--- src/rtl/dac_pkg.sv ---
// Shared constants and FSM encoding for the DAC slew driver.
package dac_pkg;

    localparam int DAC_W    = 14;
    localparam int STEP_MIN = 1;

    typedef enum logic [1:0] {
        IDLE = 2'd0,
        LOAD = 2'd1,
        RAMP = 2'd2
    } state_t;

endpackage

--- src/rtl/sync_fifo.sv ---
// Single-clock FIFO with registered read data: rd_data updates on the cycle after pop.
// DEPTH must be a power of two and at least 2.
module sync_fifo #(
    parameter int WIDTH = 14,
    parameter int DEPTH = 4
) (
    input  logic             clk,
    input  logic             rst_n,
    input  logic             push,
    input  logic [WIDTH-1:0] wr_data,
    input  logic             pop,
    output logic [WIDTH-1:0] rd_data,
    output logic             full,
    output logic             empty
);

    localparam int AW = $clog2(DEPTH);
    localparam logic [AW:0] FULL_CNT = (AW+1)'(DEPTH);

    logic [WIDTH-1:0] mem [DEPTH];
    logic [AW-1:0]    wr_ptr;
    logic [AW-1:0]    rd_ptr;
    logic [AW:0]      count;
    logic             do_push;
    logic             do_pop;

    // Flags come from the registered count, so a pop never frees a slot in the same cycle.
    assign full    = (count == FULL_CNT);
    assign empty   = (count == '0);
    assign do_push = push && !full;
    assign do_pop  = pop && !empty;

    always_ff @(posedge clk) begin
        if (do_push) begin
            mem[wr_ptr] <= wr_data;
        end
    end

    always_ff @(posedge clk) begin
        if (!rst_n) begin
            wr_ptr  <= '0;
            rd_ptr  <= '0;
            count   <= '0;
            rd_data <= '0;
        end else begin
            if (do_push) begin
                wr_ptr <= wr_ptr + 1'b1;
            end
            if (do_pop) begin
                rd_data <= mem[rd_ptr];
                rd_ptr  <= rd_ptr + 1'b1;
            end
            case ({do_push, do_pop})
                2'b10:   count <= count + 1'b1;
                2'b01:   count <= count - 1'b1;
                default: count <= count;
            endcase
        end
    end

endmodule

--- src/rtl/dac_slew_driver.sv ---
// Queues DAC target codes and walks dac_data toward each one in slew-limited steps,
// one step per update tick.
module dac_slew_driver
    import dac_pkg::*;
#(
    parameter int N     = DAC_W,
    parameter int DIV   = 4,
    parameter int DEPTH = 4
) (
    input  logic         sys_clk,
    input  logic         sys_rst_n,
    input  logic [N-1:0] tgt_data,
    input  logic         tgt_valid,
    output logic         tgt_ready,
    input  logic [N-1:0] step,
    output logic [N-1:0] dac_data,
    output logic         dac_wr,
    output logic         busy,
    output logic         settled
);

    localparam int CW = (DIV > 1) ? $clog2(DIV) : 1;
    localparam logic [CW-1:0] DIV_LAST = CW'(DIV - 1);

    state_t          state;
    state_t          next_state;
    logic [CW-1:0]   div_cnt;
    logic            tick;
    logic            fifo_pop;
    logic            fifo_full;
    logic            fifo_empty;
    logic [N-1:0]    fifo_rd_data;
    logic            load_en;
    logic            wr_en;
    logic [N-1:0]    cur_tgt;
    logic [N-1:0]    cur_step;
    logic signed [N:0] diff;
    logic [N:0]      mag;
    logic            close;

    // Handshake: a target is taken on any edge where tgt_valid && tgt_ready; while
    // tgt_ready is low the source must hold tgt_data stable and keep tgt_valid high.
    assign tgt_ready = !fifo_full;

    sync_fifo #(
        .WIDTH (N),
        .DEPTH (DEPTH)
    ) u_fifo (
        .clk     (sys_clk),
        .rst_n   (sys_rst_n),
        .push    (tgt_valid),
        .wr_data (tgt_data),
        .pop     (fifo_pop),
        .rd_data (fifo_rd_data),
        .full    (fifo_full),
        .empty   (fifo_empty)
    );

    assign tick = (div_cnt == DIV_LAST);

    always_ff @(posedge sys_clk) begin
        if (!sys_rst_n) begin
            div_cnt <= '0;
        end else if (tick) begin
            div_cnt <= '0;
        end else begin
            div_cnt <= div_cnt + 1'b1;
        end
    end

    // Distance to target at N+1 bits so the sign is never lost.
    assign diff  = $signed({1'b0, cur_tgt}) - $signed({1'b0, dac_data});
    assign mag   = diff[N] ? -diff : diff;
    assign close = (mag <= {1'b0, cur_step});

    always_ff @(posedge sys_clk) begin
        if (!sys_rst_n) begin
            state <= IDLE;
        end else begin
            state <= next_state;
        end
    end

    always_comb begin
        next_state = state;
        fifo_pop   = 1'b0;
        load_en    = 1'b0;
        wr_en      = 1'b0;
        case (state)
            IDLE: begin
                if (!fifo_empty) begin
                    fifo_pop   = 1'b1;
                    next_state = LOAD;
                end
            end
            LOAD: begin
                load_en    = 1'b1;
                next_state = RAMP;
            end
            RAMP: begin
                if (tick) begin
                    wr_en = 1'b1;
                    if (close) begin
                        next_state = IDLE;
                    end
                end
            end
            default: next_state = IDLE;
        endcase
    end

    always_ff @(posedge sys_clk) begin
        if (!sys_rst_n) begin
            dac_data <= '0;
            dac_wr   <= 1'b0;
            cur_tgt  <= '0;
            cur_step <= N'(STEP_MIN);
        end else begin
            dac_wr <= wr_en;
            if (load_en) begin
                cur_tgt  <= fifo_rd_data;
                cur_step <= (step == '0) ? N'(STEP_MIN) : step;
            end
            // Clamping to cur_tgt when within one step keeps the code inside its range.
            if (wr_en) begin
                if (close) begin
                    dac_data <= cur_tgt;
                end else if (diff[N]) begin
                    dac_data <= dac_data - cur_step;
                end else begin
                    dac_data <= dac_data + cur_step;
                end
            end
        end
    end

    assign busy    = (state != IDLE) || !fifo_empty;
    assign settled = (state == IDLE) && fifo_empty;

endmodule
--- config.mk ---
export PLATFORM = sky130hd
export DESIGN_NAME = dac_slew_driver
export DESIGN_NICKNAME = d
export VERILOG_FILES = /design/src/rtl/dac_pkg.sv /design/src/rtl/sync_fifo.sv /design/src/rtl/dac_slew_driver.sv
export SDC_FILE = /design/constraint.sdc
export NUM_CORES = 1
export LEC_CHECK = 0
export ABC_CLOCK_PERIOD_IN_PS = 7600
export BUFFER_PORTS_ARGS = -buffer_cell sky130_fd_sc_hd__buf_2
export CAP_MARGIN = 5
export CORE_MARGIN = 1
export CORE_UTILIZATION = 66
export CTS_BUF_LIST = sky130_fd_sc_hd__clkbuf_4
export DETAILED_ROUTE_END_ITERATION = 10
export MAX_ROUTING_LAYER = met4
export PLACE_DENSITY = 0.86
export SLEW_MARGIN = 0
export SYNTH_ARGS = -nofsm -noshare
export SYNTH_HDL_FRONTEND = slang
export SYNTH_SLANG_ARGS = --single-unit
--- constraint.sdc ---
create_clock -name sys_clk -period 7.6 [get_ports sys_clk]
set_input_delay 1.52 -clock sys_clk [delete_from_list [all_inputs] [get_ports sys_clk]]
set_output_delay 1.52 -clock sys_clk [all_outputs]
set_load 0.03 [all_outputs]
# [Word-level counts from Yosys, hierarchy flattened]
# Memories as Yosys holds them, arrays and structs flattened. A register that Yosys moved wholly into a read port is not among the register bits.
# Index checks and enable logic that the tools add are counted.
[op_classes] n_reduce_logical=14 mul=0 add_sub_neg=9 n_bitwise=1 eq_ne=9 magnitude_cmp=1 shift=0 n_div=0 muxes=16
[ops] op="$mux W14" count=3
[ops] op="$le A15 B14 Y1" count=1
[ops] op="$mux W15" count=1
[ops] op="$neg A15 Y15" count=1
[ops] op="$sub A14 B14 Y15" count=1
[ops] op="$add A14 B14 Y14" count=1
[ops] op="$logic_not A14 Y1" count=1
[ops] op="$sub A14 B14 Y14" count=1
[ops] op="$mux W1" count=7
[ops] op="$add A2 B1 Y2 const B" count=3
[ops] op="$eq A2 B2 Y1 const B" count=3
[ops] op="$mux W2" count=3
[ops] op="$ne A2 B2 Y1 const B" count=3
[ops] op="$pmux W2 S3" count=1
[ops] op="$pmux W3 S2" count=1
[ops] op="$eq A2 B1 Y1 const B" count=2
[ops] op="$reduce_bool A2 Y1" count=2
[ops] op="$add A3 B1 Y3 const B" count=1
[ops] op="$eq A3 B3 Y1 const B" count=1
[ops] op="$logic_and A1 B1 Y1" count=3
[ops] op="$logic_not A1 Y1" count=3
[ops] op="$logic_not A3 Y1" count=1
[ops] op="$reduce_and A3 Y1" count=1
[ops] op="$sub A3 B1 Y3 const B" count=1
[ops] op="4 further kinds" count=4
[word_totals] ram_bits=56 rom_bits=0 ff_bits=54 in_bits=31 wordCells=60 mem_count=1 latchBits=0 output_inout_bits=18
[memory_table] memory="u_fifo.mem" depth=4 width=14 read_ports=1 rd_ports_with_merged_regs=1 write_ports=1 line_no="sync_fifo.sv:20" text="logic [WIDTH-1:0] mem [DEPTH];"

# [Depth between registers and ports, before layout]
[depth] word_depth=7 depth_mapped=23 mapped_depth_nobuf=22

# [Modules after synthesis]
# A second synthesis with hierarchy kept.
[hier_totals] cells_unflattened=680 hier_area_um2=6941.7
[by_module_without_submodules] module="dac_slew_driver" n_inst=1 area_each_um2=4005.1 cells_each=522 seq_area_each_um2=940.9
[by_module_without_submodules] module="sync_fifo" n_inst=1 area_each_um2=2936.6 cells_each=158 seq_area_each_um2=2102.0

# [Worst setup path after synthesis]
# Ideal clock, no wire load.
[synth_path] kind="register to register" from="register dac_data[1]" to="register dac_data[0]" setup_time_ns=0.079 arrival_time_ns=4.552 stages_incl_launch_ff=20 n_path_buf=0 synth_period_minus_slack_ns=4.631 t_required_ns=7.521 path_slack_ns=2.969 path_cell_list="dfxtp_1 -> inv_1 -> ha_1 -> nor2b_1 -> o31a_1 -> or4b_1 -> nand3_1 -> nor4_4 -> and4_1 -> a21oi_1 -> o21ai_0 -> xor2_1 -> ha_1 -> nand3_1 -> o21a_1 -> mux2_2 -> a31o_2 -> o31a_1 -> or4_1 -> o211ai_1"
[synth_via] elab_chain_cells=5 elab_cells_between_ends=6 cone_classes="add/sub (2); order compare (1); mux (3)"
[synth_lines] item="start: declaration" line_no="dac_slew_driver.sv:16" text="output logic [N-1:0] dac_data,"
[synth_lines] item="start signal: assignment" line_no="dac_slew_driver.sv:127" text="dac_data <= cur_tgt;"
[synth_lines] item="start signal: assignment" line_no="dac_slew_driver.sv:129" text="dac_data <= dac_data - cur_step;"
[synth_lines] item="start signal: assignment" line_no="dac_slew_driver.sv:131" text="dac_data <= dac_data + cur_step;"
[synth_lines] item="$sub A14 B14 Y15 *" line_no="dac_slew_driver.sv:72" text="assign diff = $signed({1'b0, cur_tgt}) - $signed({1'b0, dac_data});"
[synth_lines] item="$neg A15 Y15" line_no="dac_slew_driver.sv:73" text="assign mag = diff[N] ? -diff : diff;"
[synth_lines] item="$mux W15" line_no="dac_slew_driver.sv:73"
[synth_lines] item="$le A15 B14 Y1" line_no="dac_slew_driver.sv:74" text="assign close = (mag <= {1'b0, cur_step});"
[synth_lines] item="$mux W14 *" line_no="dac_slew_driver.sv:126" text="if (close) begin"
# Mark *: on every way between the ends. The rest lies on a longest branch, timed or not.
# A chain may end at the register's enable or synchronous reset.

# [Worst setup path in the final report]
[layout_path] from="register dac_data[10]" to="register dac_data[13]"
[layout_via] elab_chain_cells=5 elab_cells_between_ends=8 cone_classes="add/sub (4); order compare (1); mux (3)"
[layout_lines] item="$sub A14 B14 Y15" line_no="dac_slew_driver.sv:72"
[layout_lines] item="$neg A15 Y15" line_no="dac_slew_driver.sv:73"
[layout_lines] item="$mux W15" line_no="dac_slew_driver.sv:73"
[layout_lines] item="$le A15 B14 Y1" line_no="dac_slew_driver.sv:74"
[layout_lines] item="$mux W14 *" line_no="dac_slew_driver.sv:126"
# Marks and branches as above.

==> qor.csv <==
metric,value,unit
status,"finished, final reports clean",
crit end category,flip-flop,
first-pass GRT wire length,25.9,mm
Worst path slowest cell,a211o_1,
register area share after synthesis,43.7,%
antenna violations before repair,0,
worst hold path type,reg -> reg,
Placer Congestion,1.00,
largest net degree at the start of global routing,55,
ys async rst share,0,%
fmax,207,MHz
Critical Path Fanout Max,17,
Pins Over Slew Limit,0,
unrepaired setup endpoints after global routing,no,
full die area,11000,µm²
CORE AREA,10300,µm²
TritonCTS Buffers,17,
total congestion overflow,0,
Root Buffer Master,clkbuf_4,
Clock Latency Late Sink,530,ps
Worst Path Buf+Inv,1,
# IOs,49,
synthesized area per cell,9.76,µm²
Startpoint Class,flip-flop,
die span in y,105,µm
final wirelength,15.5,mm
"Reg clk slew, reported paths",120,ps
# DRC,0,
post-DP HPWL,11.4,mm
Synth top area share,24.1,%
Final Instance Area,7540,µm²
commonest register cell after synthesis,dfxtp_1,
Placed Area,7270,µm²
final period utilization,63.6,%
routed wire length per instance,17.2,µm
max incr delay on CP,550,ps
# H-tree levels,4,
"EDFF count, synth",56,
Max-cap violations,0,
Initial DRT Pass Iterations,6,
via count,5491,
Worst EP required,8070,ps
Starting Density,67.8,%
Setup Buffers After CTS,0,
clock skew,17.2,ps
DRT iter0 DRCs,338,
post-CTS resize count,0,
Syn Nets,797,
TNS Setup,0,ps
Area Growth Syn to Fin,8.15,%
cell repeated most along the worst path,o21ai_0,
post-route ant nets,0,
Post-Syn Area,6970,µm²
Hold Buf Count CTS,0,
post-synth top area cell,edfxtp_1,
final setup vio count,0,
Total Nets Final,838,
WS Path Type,reg -> reg,
synth warn,0,
clk buf depth,2,
min Tclk post-route,4830,ps
crit-path leading delay family,compound AO/OA/AOI/OAI gates,
vias in the first global route,5431,
"Data arrival, critical path",5300,ps
Yosys cell types,62,
Cells after Synth,714,
Inserted Diodes,0,
Least-Margin Pin Slew,1150,ps
layout cell share with drive strength beyond 1,14.3,%
Rows,37,
die span in x,105,µm
Layout Utilization,73.3,%
Via-to-Cell Ratio,6.07,
Relative slew margins,23.6,%
leading post-synthesis cells by cell area,"edfxtp_1 (24%), dfxtp_1 (20%), ha_1 (8.8%)",
clock sink total,124,
Overall Global Routing Usage,31.1,%
"critical path, cell by cell",inv_1 -> ha_1 -> nand2_1 -> o21ai_0 -> nor3_1 -> a211o_1 -> a21o_1 -> xnor2_1 -> ha_1 -> o21ai_0 -> o21ai_0 -> a311oi_1 -> nor3b_1 -> a211oi_1 -> xnor2_1 -> mux2i_1 -> a21oi_1,
final hold viol count,0,
Port-buffer cells,48,
"FF+latch count, synth",124,
CTS tree,done,
==> cell families (layout without fill, tap and decap cells) <==
group / count (synthesis) / after routing / synth area share, %
multiplexers: 29 / 29 / 6.70
flip-flops: 124 / 124 / 43.7
XOR/XNOR: 49 / 49 / 6.16
AO/OA/AOI/OAI: 167 / 167 / 14.8
buffers and inverters: 74 / 128 / 4.18
AND/OR/NAND/NOR: 219 / 219 / 14.8
adder cells (fa/ha/maj): 52 / 52 / 9.66
==> registers in the layout (all words and copies together) (netlist names) <==
name            count
dac_wr              1
u_fifo.count        3
cur_step           14
state               2
dac_data           14
div_cnt             2
u_fifo.wr_ptr       2
u_fifo.rd_ptr       2
u_fifo.rd_data     14
cur_tgt            14
u_fifo.mem         56
==> layer usage <==
| layer | share of wire, % | up-vias | GRT usage, % |
|---|---|---|---|
| li1 | - | 2652 | - |
| met1 | 41 | 2600 | 37.0 |
| met2 | 49 | 190 | 50.6 |
| met3 | 5.7 | 49 | 5.30 |
| met4 | 4.5 | 0 | 17.1 |
| met5 | 0 | - | - |
==> layout make-up <==
type | instances | area, µm²
Inverter | 46 | 173
Clock buffer | 19 | 143
Fill cell | 748 | 2740
Tap cell | 136 | 170
Clock inverter | 13 | 119
Timing Repair Buffer | 50 | 255
Multi-Input combinational cell | 516 | 3630
Sequential cell | 124 | 3040
==> synthesized netlist by cell type (4+ instances only) <==
cell type  instances
a211oi_1           4
a21o_1             6
a21oi_1           80
a31oi_1            9
a41oi_1            6
and3_1             8
buf_1              4
clkbuf_1          21
dfxtp_1           68
edfxtp_1          56
ha_1              49
inv_1             44
mux2i_1           14
mux4_2            14
nand2_1          109
nand3_1           16
nand4_1            5
nor2_1            31
nor2b_1            9
nor3_1            12
nor4_1             7
o211ai_1           8
o21a_1             7
o21ai_0           25
xnor2_1           35
xor2_1            14
==> path summary, 6_finish.rpt <==
path                            slack, ps  cells past startpoint           end    startpoint
worst min register to register        430                      1    div_cnt[0]    div_cnt[0]
worst min-delay path                  430                      1    div_cnt[0]    div_cnt[0]
worst max-delay path                 2770                     17  dac_data[13]  dac_data[10]
worst max register to register       2770                     17  dac_data[13]  dac_data[10]
==> stage by stage <==
stage	std cells	setup slack, ps	hold WS [ps]
global placement	872	2980	416
CTS	904	2800	436
finish	904	2770	435
detailed placement	872	2820	420
global route	904	2360	475
floorplan	714	2970	408
==> cell usage in the layout (no fill, tap or decap), types with 19 or more instances in the layout <==
master and n:
buf_2 48, clkbuf_4 19, o21ai_0 25, nand2_1 109, a21oi_1 80, dfxtp_1 68
ha_1 49, xnor2_1 35, inv_1 44, nor2_1 31, edfxtp_1 56
Power is left out: the tool's default activity adds up to more than one toggle a clock period on the data nets, which glitch-free logic cannot reach.
